**src/rtl/dsp_rdport.sv**
```systemverilog
// DSP-bus read responder: FIFO of accumulated words returned over xd on zcs2/xrd reads.
// Define DSP_RDPORT_STAT_EN to also decode the status (BASE+1) and count (BASE+2) registers.
`timescale 1ns/1ps
module dsp_rdport #(
  parameter int          DEPTH_LOG2 = 8,
  parameter logic [18:0] BASE_ADDR  = 19'h00100
) (
  input  logic                  i_clk,
  input  logic                  i_rst_n,
  input  logic                  i_zcs2,
  input  logic                  i_xrd,
  input  logic [18:0]           i_xa,
  input  logic                  i_wr_en,
  input  logic [15:0]           i_wr_data,
  input  logic                  i_clr,
  output logic [15:0]           o_xd_out,
  output logic                  o_xd_oe,
  output logic                  o_fifo_full,
  output logic                  o_fifo_empty,
  output logic                  o_ovf,
  output logic [DEPTH_LOG2:0]   o_rd_count
);

  localparam logic [1:0] S_IDLE  = 2'd0;
  localparam logic [1:0] S_DRIVE = 2'd1;
  localparam logic [1:0] S_DONE  = 2'd2;

  localparam logic [1:0] SEL_DATA = 2'd0;
  localparam logic [1:0] SEL_STAT = 2'd1;
  localparam logic [1:0] SEL_CNT  = 2'd2;

  localparam logic [DEPTH_LOG2:0] FULL_CNT = {1'b1, {DEPTH_LOG2{1'b0}}};

  logic [1:0]            r_zcs2_s, r_xrd_s;
  logic                  r_rd_act_d;
  logic [1:0]            r_state, r_sel;
  logic                  r_xd_oe, r_had_word;
  logic [15:0]           r_xd_out;
  logic [15:0]           r_mem [2**DEPTH_LOG2];
  logic [DEPTH_LOG2-1:0] r_wr_ptr, r_rd_ptr;
  logic [DEPTH_LOG2:0]   r_count;
  logic                  r_ovf, r_unf;

  logic        w_rd_act, w_rd_rise;
  logic        w_hit_data, w_hit_stat, w_hit_cnt, w_hit_any;
  logic        w_full, w_empty, w_load, w_pop, w_push;
  logic [1:0]  w_sel_next;
  logic [8:0]  w_cnt9;
  logic [15:0] w_load_val;

  always_ff @(posedge i_clk or negedge i_rst_n) begin
    if (!i_rst_n) begin
      r_zcs2_s   <= 2'b11;
      r_xrd_s    <= 2'b11;
      r_rd_act_d <= 1'b0;
    end else begin
      r_zcs2_s   <= {r_zcs2_s[0], i_zcs2};
      r_xrd_s    <= {r_xrd_s[0], i_xrd};
      r_rd_act_d <= w_rd_act;
    end
  end

  assign w_rd_act  = ~r_zcs2_s[1] & ~r_xrd_s[1];
  assign w_rd_rise = w_rd_act & ~r_rd_act_d;

  assign w_hit_data = (i_xa == BASE_ADDR);
`ifdef DSP_RDPORT_STAT_EN
  assign w_hit_stat = (i_xa == BASE_ADDR + 19'd1);
  assign w_hit_cnt  = (i_xa == BASE_ADDR + 19'd2);
`else
  assign w_hit_stat = 1'b0;
  assign w_hit_cnt  = 1'b0;
`endif
  assign w_hit_any  = w_hit_data | w_hit_stat | w_hit_cnt;
  assign w_sel_next = w_hit_data ? SEL_DATA : (w_hit_stat ? SEL_STAT : SEL_CNT);

  assign w_full  = (r_count == FULL_CNT);
  assign w_empty = (r_count == '0);
  assign w_cnt9  = 9'(r_count);

  always_comb begin
    w_load_val = 16'h0000;
    case (w_sel_next)
      SEL_DATA: w_load_val = w_empty ? 16'h0000 : r_mem[r_rd_ptr];
      SEL_STAT: w_load_val = {r_ovf, r_unf, w_full, w_empty, 3'b000, w_cnt9};
      default:  w_load_val = 16'(r_count);
    endcase
  end

  assign w_load = (r_state == S_IDLE) && w_rd_rise && w_hit_any;
  // had_word is dropped by clr so a cleared FIFO is never popped by a read already in flight
  assign w_pop  = (r_state == S_DONE) && (r_sel == SEL_DATA) && r_had_word;
  assign w_push = i_wr_en && (!w_full || w_pop);

  always_ff @(posedge i_clk or negedge i_rst_n) begin
    if (!i_rst_n) begin
      r_state    <= S_IDLE;
      r_sel      <= SEL_DATA;
      r_xd_oe    <= 1'b0;
      r_xd_out   <= 16'h0000;
      r_had_word <= 1'b0;
    end else begin
      case (r_state)
        S_IDLE: begin
          if (w_load) begin
            r_state    <= S_DRIVE;
            r_xd_oe    <= 1'b1;
            r_sel      <= w_sel_next;
            r_xd_out   <= w_load_val;
            r_had_word <= w_hit_data && !w_empty;
          end
        end
        S_DRIVE: begin
          if (!w_rd_act) begin
            r_state <= S_DONE;
            r_xd_oe <= 1'b0;
          end
        end
        S_DONE:  r_state <= S_IDLE;
        default: begin
          r_state <= S_IDLE;
          r_xd_oe <= 1'b0;
        end
      endcase
      if (i_clr) r_had_word <= 1'b0;
    end
  end

  always_ff @(posedge i_clk) begin
    if (w_push && !i_clr) r_mem[r_wr_ptr] <= i_wr_data;
  end

  always_ff @(posedge i_clk or negedge i_rst_n) begin
    if (!i_rst_n) begin
      r_wr_ptr <= '0;
      r_rd_ptr <= '0;
      r_count  <= '0;
      r_ovf    <= 1'b0;
      r_unf    <= 1'b0;
    end else if (i_clr) begin
      r_wr_ptr <= '0;
      r_rd_ptr <= '0;
      r_count  <= '0;
      r_ovf    <= 1'b0;
      r_unf    <= 1'b0;
    end else begin
      if (w_push) r_wr_ptr <= r_wr_ptr + 1'b1;
      if (w_pop)  r_rd_ptr <= r_rd_ptr + 1'b1;
      case ({w_push, w_pop})
        2'b10:   r_count <= r_count + 1'b1;
        2'b01:   r_count <= r_count - 1'b1;
        default: r_count <= r_count;
      endcase
      // a fresh event in the clearing cycle wins over the status-read clear
      if ((r_state == S_DONE) && (r_sel == SEL_STAT)) begin
        r_ovf <= 1'b0;
        r_unf <= 1'b0;
      end
      if (w_load && w_hit_data && w_empty) r_unf <= 1'b1;
      if (i_wr_en && w_full && !w_pop)     r_ovf <= 1'b1;
    end
  end

  assign o_xd_out     = r_xd_out;
  assign o_xd_oe      = r_xd_oe;
  assign o_fifo_full  = w_full;
  assign o_fifo_empty = w_empty;
  assign o_ovf        = r_ovf;
  assign o_rd_count   = r_count;

endmodule

```
**config.mk**
```make
export PLATFORM = sky130hd
export DESIGN_NAME = dsp_rdport
export DESIGN_NICKNAME = d
export VERILOG_FILES = /design/src/rtl/dsp_rdport.sv
export SDC_FILE = /design/constraint.sdc
export NUM_CORES = 2
export LEC_CHECK = 0
export ABC_AREA = 0
export CAP_MARGIN = 25
export CORE_MARGIN = 4
export CORE_UTILIZATION = 57
export DETAILED_ROUTE_END_ITERATION = 8
export PLACE_DENSITY = 0.77
export RECOVER_POWER = 100
export SKIP_CTS_REPAIR_TIMING = 1
export SLEW_MARGIN = 15
export SYNTH_ARGS = -nofsm -noshare
export SYNTH_HDL_FRONTEND = slang
export SYNTH_SLANG_ARGS = --single-unit
```
**constraint.sdc**
```tcl
create_clock -name i_clk -period 3 [get_ports i_clk]
set_input_delay 0.45 -clock i_clk [delete_from_list [all_inputs] [get_ports i_clk]]
set_output_delay 0.45 -clock i_clk [all_outputs]
set_load 0.03 [all_outputs]
```
### Word-level counts from Yosys, hierarchy flattened

Memory sizes are Yosys's and may differ from the RTL's.
Index checks and enable logic that the tools add are counted.
Widths: inputs -> output; s select.

* add/sub/neg operators: 4
* multipliers: 0
* div/mod/pow operators: 0
* $lt $le $gt $ge: 0
* eq/ne operators: 10
* shifts and indexed selects: 0
* mux-type cells: 25
* bitwise gates (word level): 6
* reduce and logical (&&, ||, !) cells: 32

Operator list (count)
* $mux 8: 4
* $pmux 16 s2: 1
* $eq 19x9->1 const B: 1
* $pmux 9 s2: 1
* $add 8x1->8 const B: 2
* $mux 16: 1
* $logic_and 1x1->1: 12
* $mux 1: 12
* $add 9x1->9 const B: 1
* $eq 9x9->1 const B: 1
* $logic_not 9->1: 1
* $mux 9: 1
* $reduce_bool 3->1: 3
* $sub 9x1->9 const B: 1
* $eq 2x1->1 const B: 4
* $reduce_bool 2->1: 4
* $logic_not 2->1: 3
* $mux 2: 3
* $reduce_and 2->1: 3
* $eq 2x2->1 const B: 2
* $logic_not 1->1: 4
* $ne 2x2->1 const B: 2
* $not 1->1: 4
* $pmux 2 s2: 1
* other kinds (4): 5

* bits in registers: 54
* latch bits: 0
* bits in writable memories: 4096
* bits in read-only memories: 0
* input bits: 41
* word-level logic and storage cells: 91
* memories kept: 1

Memory list
* r_mem: words 256, width 16, read ports 1, clocked after Yosys merged registers in 0, wr ports 1, RTL line 39 `logic [15:0] r_mem [2**DEPTH_LOG2];`

### Depth between registers and ports, before layout

* depth after elaboration: 9
* gate-level depth with buffers: 14
* mapped depth without buffers: 10

### Worst setup path after synthesis

No wires, ideal clock.

* path kind: register -> register
* from: register r_count[0] (netlist: o_rd_count[0])
* to: memory r_mem[164][0] (enable)
* library setup time: 388 ps
* arrival: 2688 ps
* data required time: 2612 ps
* setup slack: -77 ps
* stages on the path, launching flop included: 8
* buffers on the path: 1
* clock period less this slack: 3077 ps
* cells stage by stage: dfrtp_1 -> nor4_1 -> a41oi_2 -> nand2b_1 -> nor3b_1 -> nand2_1 -> clkbuf_1 -> nor2_1

* word-level cells in the longest chain between the ends: 7

Ends and longest elaborated chain
* from (decl): RTL line 41 `logic [DEPTH_LOG2:0] r_count;`
* from (signal assigned): RTL line 150 `2'b10: r_count <= r_count + 1'b1;`
* from (signal assigned): RTL line 151 `2'b01: r_count <= r_count - 1'b1;`
* from (signal assigned): RTL line 152 `default: r_count <= r_count;`
* $eq 9x9->1: RTL line 77 `assign w_full = (r_count == FULL_CNT);`
* $logic_not 1->1: RTL line 93 `assign w_push = i_wr_en && (!w_full || w_pop);`
* $logic_or 1x1->1: RTL line 93
* $logic_and 1x1->1: RTL line 93
* $logic_and 1x1->1: RTL line 130 `if (w_push && !i_clr) r_mem[r_wr_ptr] <= i_wr_data;`
* $mux 1: RTL line 130
* $mux 1 (not written as such): RTL line 130
* to (decl): RTL line 39

No other way between the ends.

### Final worst setup path

* from: register r_rd_ptr[1]
* to: register r_xd_out[15] (netlist: o_xd_out[15])

* word-level cells in the longest chain between the ends: 3

Ends and longest elaborated chain
* from (decl): RTL line 40 `logic [DEPTH_LOG2-1:0] r_wr_ptr, r_rd_ptr;`
* from (signal assigned): RTL line 148 `if (w_pop) r_rd_ptr <= r_rd_ptr + 1'b1;`
* $mem_v2 256x16
* $mux 16: RTL line 84 `SEL_DATA: w_load_val = w_empty ? 16'h0000 : r_mem[r_rd_ptr];`
* $pmux 16 s2: RTL line 83 `case (w_sel_next)`
* to (signal assigned): RTL line 109 `r_xd_out <= w_load_val;`
* to (decl): RTL line 38 `logic [15:0] r_xd_out;`

No other way between the ends.
A chain may end at the register's enable or synchronous reset.

==> impl_metrics.yaml <==
place:
  portBuffers: 69
  dp_hpwl_um: 304000
  dpl.cell_count: 12338
  gp_congestion: 0.994
  placed_cell_area_mm2: 0.178
route:
  wl_per_cell_um: 38.7
  ant_nets: 0
  firstDrtPassIters: 8
  wirelength_um: 512000
  drtIter0Drc: 16985
  via_per_inst: 7.14
  post-route-drc-count: 0
  via_count: 94370
cells_and_area:
  final_cells: 13217
  synthToLayoutAreaGrowth_pct: 18.2
  layout_common_cells: "4096 x edfxtp_1, 806 x buf_4, 730 x mux4_2"
  fin_nets: 9163
  final_common_cell: "edfxtp_1"
  final_cell_area_mm2: 0.191
  fill_cells: 16470
  layout-drive-gt1-share_pct: 30.6
worst_setup_path:
  cp_max_fo: 31
  cp.required_ns: 3.84
  criticalPathCategory: "reg -> reg"
  critPathSlowestCell: "dfrtp_4"
  cp.arrival_ns: 4.25
  startpoint_type: "flip-flop"
  cp_slowest_stage_delay_ns: 0.63
  cp_common_cell: "buf_6"
  critical_path.endpoint_type: "flip-flop"
  cp_cell_sequence: "buf_6, buf_16, nand2b_4, buf_12, buf_6, o221ai_1, a21oi_1, a211o_1, nand4_1, a21oi_4, buf_4, o31ai_1"
timing:
  setup_viol: 736
  finalCritPeriodShare_pct: 114
  rsz0062_at_grt: "yes"
  skew_ns: 0.0641
  finalCriticalPeriod_ns: 3.41
  worst_pin_slew_ns: 3.42
  max_freq_mhz: 293
  fin_ws_ns: -0.408
  hold_violations: 0
  drv_slew: 1752
  relSlewSlack_pct: -128
synthesis:
  ys_types: 93
  yosys_warnings: 0
  synth_seq_cells: 4148
  synthArstFlopShare_pct: 1.25
  ys.flop_type: "edfxtp_1"
  syn_nets: 7833
  seq_area_frac_synth_pct: 76.8
  avgSynthCellArea_um2: 20.8
  synth_edf_count: 4096
  synth_area_mm2: 0.162
  synthCells: 7779
floorplan:
  initial_core_util_pct: 57.3
  io_pins: 70
  rows: 195
  die_h_um: 541
  die_w_um: 541
  die-area_mm2: 0.292
  core_region_area_mm2: 0.283
clock_tree:
  clockRootBuffer: "clkbuf_16"
  cts.sinks: 4148
  insertion_delay_ns: 0.99
  htreeDepth: 5
  clk_path_buf_depth: 4
  cts_buffers: 396
  clk_pin_slew_worst_paths_ns: 0.07
  cts_tree: "yes"
grt:
  grt_start_max_net_pins: 113
  grt-ovfl-total: 0
  grt_pass1_vias: 90729
  grtUsageTotal_pct: 33.5
  grt_antenna_before_repair: 44
  grt_pass1_wl_um: 692000
power_and_ir_drop:
  p_switching_mw: 23.6
  swShare_pct: 20.5
  peakVddDrop_mv: 0.641
  combPwrFrac_pct: 1.3
  power.share.clock_pct: 43.4
  seq_power_share_pct: 55.3
  p_int_mw: 91.6
  leakage_nw: 59.7
  powerDensity_mw_per_mm2: 603
outcome:
  violations: "max-capacitance violations, max-slew violations, negative setup slack"
  status: "complete, but fails checks"
worst_hold_path:
  hp-class: "in -> reg"
flow_run:
  max_cap_viol_count: 25
==> worst max-delay path: cells and delay by family (launching register included) <==
family          cells  cell delay, ns
compound gates      5            1.01
buf+inv             5            0.98
flops               1            0.63
simple gates        2            0.61
==> power groups by stage <==
| stage | sequential [mW] | clock [mW] | combinational (mW) |
|---|---|---|---|
| 2_1_floorplan | 64.9 | 0 | 0.123 |
| 3_3_place_gp | 64.9 | 0 | 1.48 |
| 3_5_place_dp | 64.9 | 0 | 1.58 |
| 4_1_cts | 63.7 | 49.9 | 1.58 |
| 5_1_grt | 63.7 | 52.7 | 1.58 |
| 6_report | 63.8 | 50.0 | 1.55 |
==> state kept, by name, summed over array words and instances (netlist names) <==
| signal | count |
|---|---|
| r_rd_ptr | 8 |
| r_mem | 4096 |
| r_wr_ptr | 8 |
| r_sel | 1 |
| r_xrd_s | 2 |
| r_state | 2 |
| r_rd_act_d | 1 |
| o_xd_oe | 1 |
| o_ovf | 1 |
| r_zcs2_s | 2 |
| o_rd_count | 9 |
| o_xd_out | 16 |
| r_had_word | 1 |
==> layout make-up <==
type                       count  area [um^2]  share of cell area [%]
inverter                      12         60.1                  0.0314
clock inverter               245         2500                    1.31
multi-input combinational   3155        35400                    18.5
clock buffer                 492        10400                    5.43
sequential                  4148       124000                    65.0
timing repair buffer        1396        13900                    7.28
antenna                       26         65.1                  0.0340
tap                         3743         4680                    2.45
==> metrics by stage <==
step	setup TNS, ns	setup slack [ns]	total power [mW]	utilization [%]	hold slack [ns]
final	-54.81	-0.408	115	67.7	0.261
after global routing	-191.30	-0.345	118	67.7	0.297
after global placement	-8.99	-1.04	66.4	63.0	0.350
after detailed placement	-9.20	-1.06	66.5	63.0	0.347
after floorplan	-57.89	-0.0768	65.1	-	0.154
after CTS	-10.98	-1.15	115	67.6	-0.446
==> kinds of logic after synthesis <==
group,count (synthesis),share of synthesized area (%)
flops,4148,76.8
xor+xnor,18,0.0974
compound gates,924,3.97
simple gates,796,2.19
buf+inv,476,2.20
fa+ha+maj,13,0.105
mux,1404,14.6
==> worst paths after layout <==
check / cells past startpoint / slack, ns / from / to
worst max register to register: 12 / -0.41 / r_rd_ptr[1]$_DFFE_PN0P_ / o_xd_out[15]$_DFFE_PN0P_
max in group asynchronous: 2 / 1.15 / i_rst_n / r_rd_ptr[1]$_DFFE_PN0P_
worst max-delay path: 12 / -0.41 / r_rd_ptr[1]$_DFFE_PN0P_ / o_xd_out[15]$_DFFE_PN0P_
min in group asynchronous: 2 / 0.49 / i_rst_n / o_rd_count[1]$_DFFE_PN0P_
worst min-delay path: 3 / 0.26 / i_wr_en / o_ovf$_DFFE_PN0P_
worst min register to register: 0 / 0.36 / r_zcs2_s[0]$_DFF_PN1_ / r_zcs2_s[1]$_DFF_PN1_
==> synth_stat cells (21+ instances only) <==
cell type	count	share of area (%)
a211oi_1	23	0.11
a21oi_1	187	0.58
a22oi_1	61	0.28
a31oi_1	23	0.089
and2_1	21	0.081
buf_2	95	0.29
buf_4	39	0.18
buf_6	85	0.59
buf_8	42	0.39
clkbuf_1	147	0.34
dfrtp_1	48	0.74
edfxtp_1	4096	76
mux2_2	21	0.15
mux2i_1	625	3.9
mux4_1	30	0.49
mux4_2	727	10
nand2_1	163	0.38
nand3_1	47	0.15
nand4_1	22	0.085
nor2_1	376	0.87
nor3_1	66	0.20
nor4_1	21	0.081
o21ai_0	90	0.28
o221ai_1	221	1.2
o22ai_1	177	0.68
==> per-layer routing <==
layer | vias to the layer above | track usage, % | part of all wire [%]
li1 | 35374 | - | -
met1 | 47768 | 44.3 | 32
met2 | 9359 | 49.8 | 45
met3 | 1833 | 10.8 | 16
met4 | 36 | 19.1 | 7.3
met5 | - | 0 | 0.046
No activity file was read; power rests on OpenSTA's default activity.
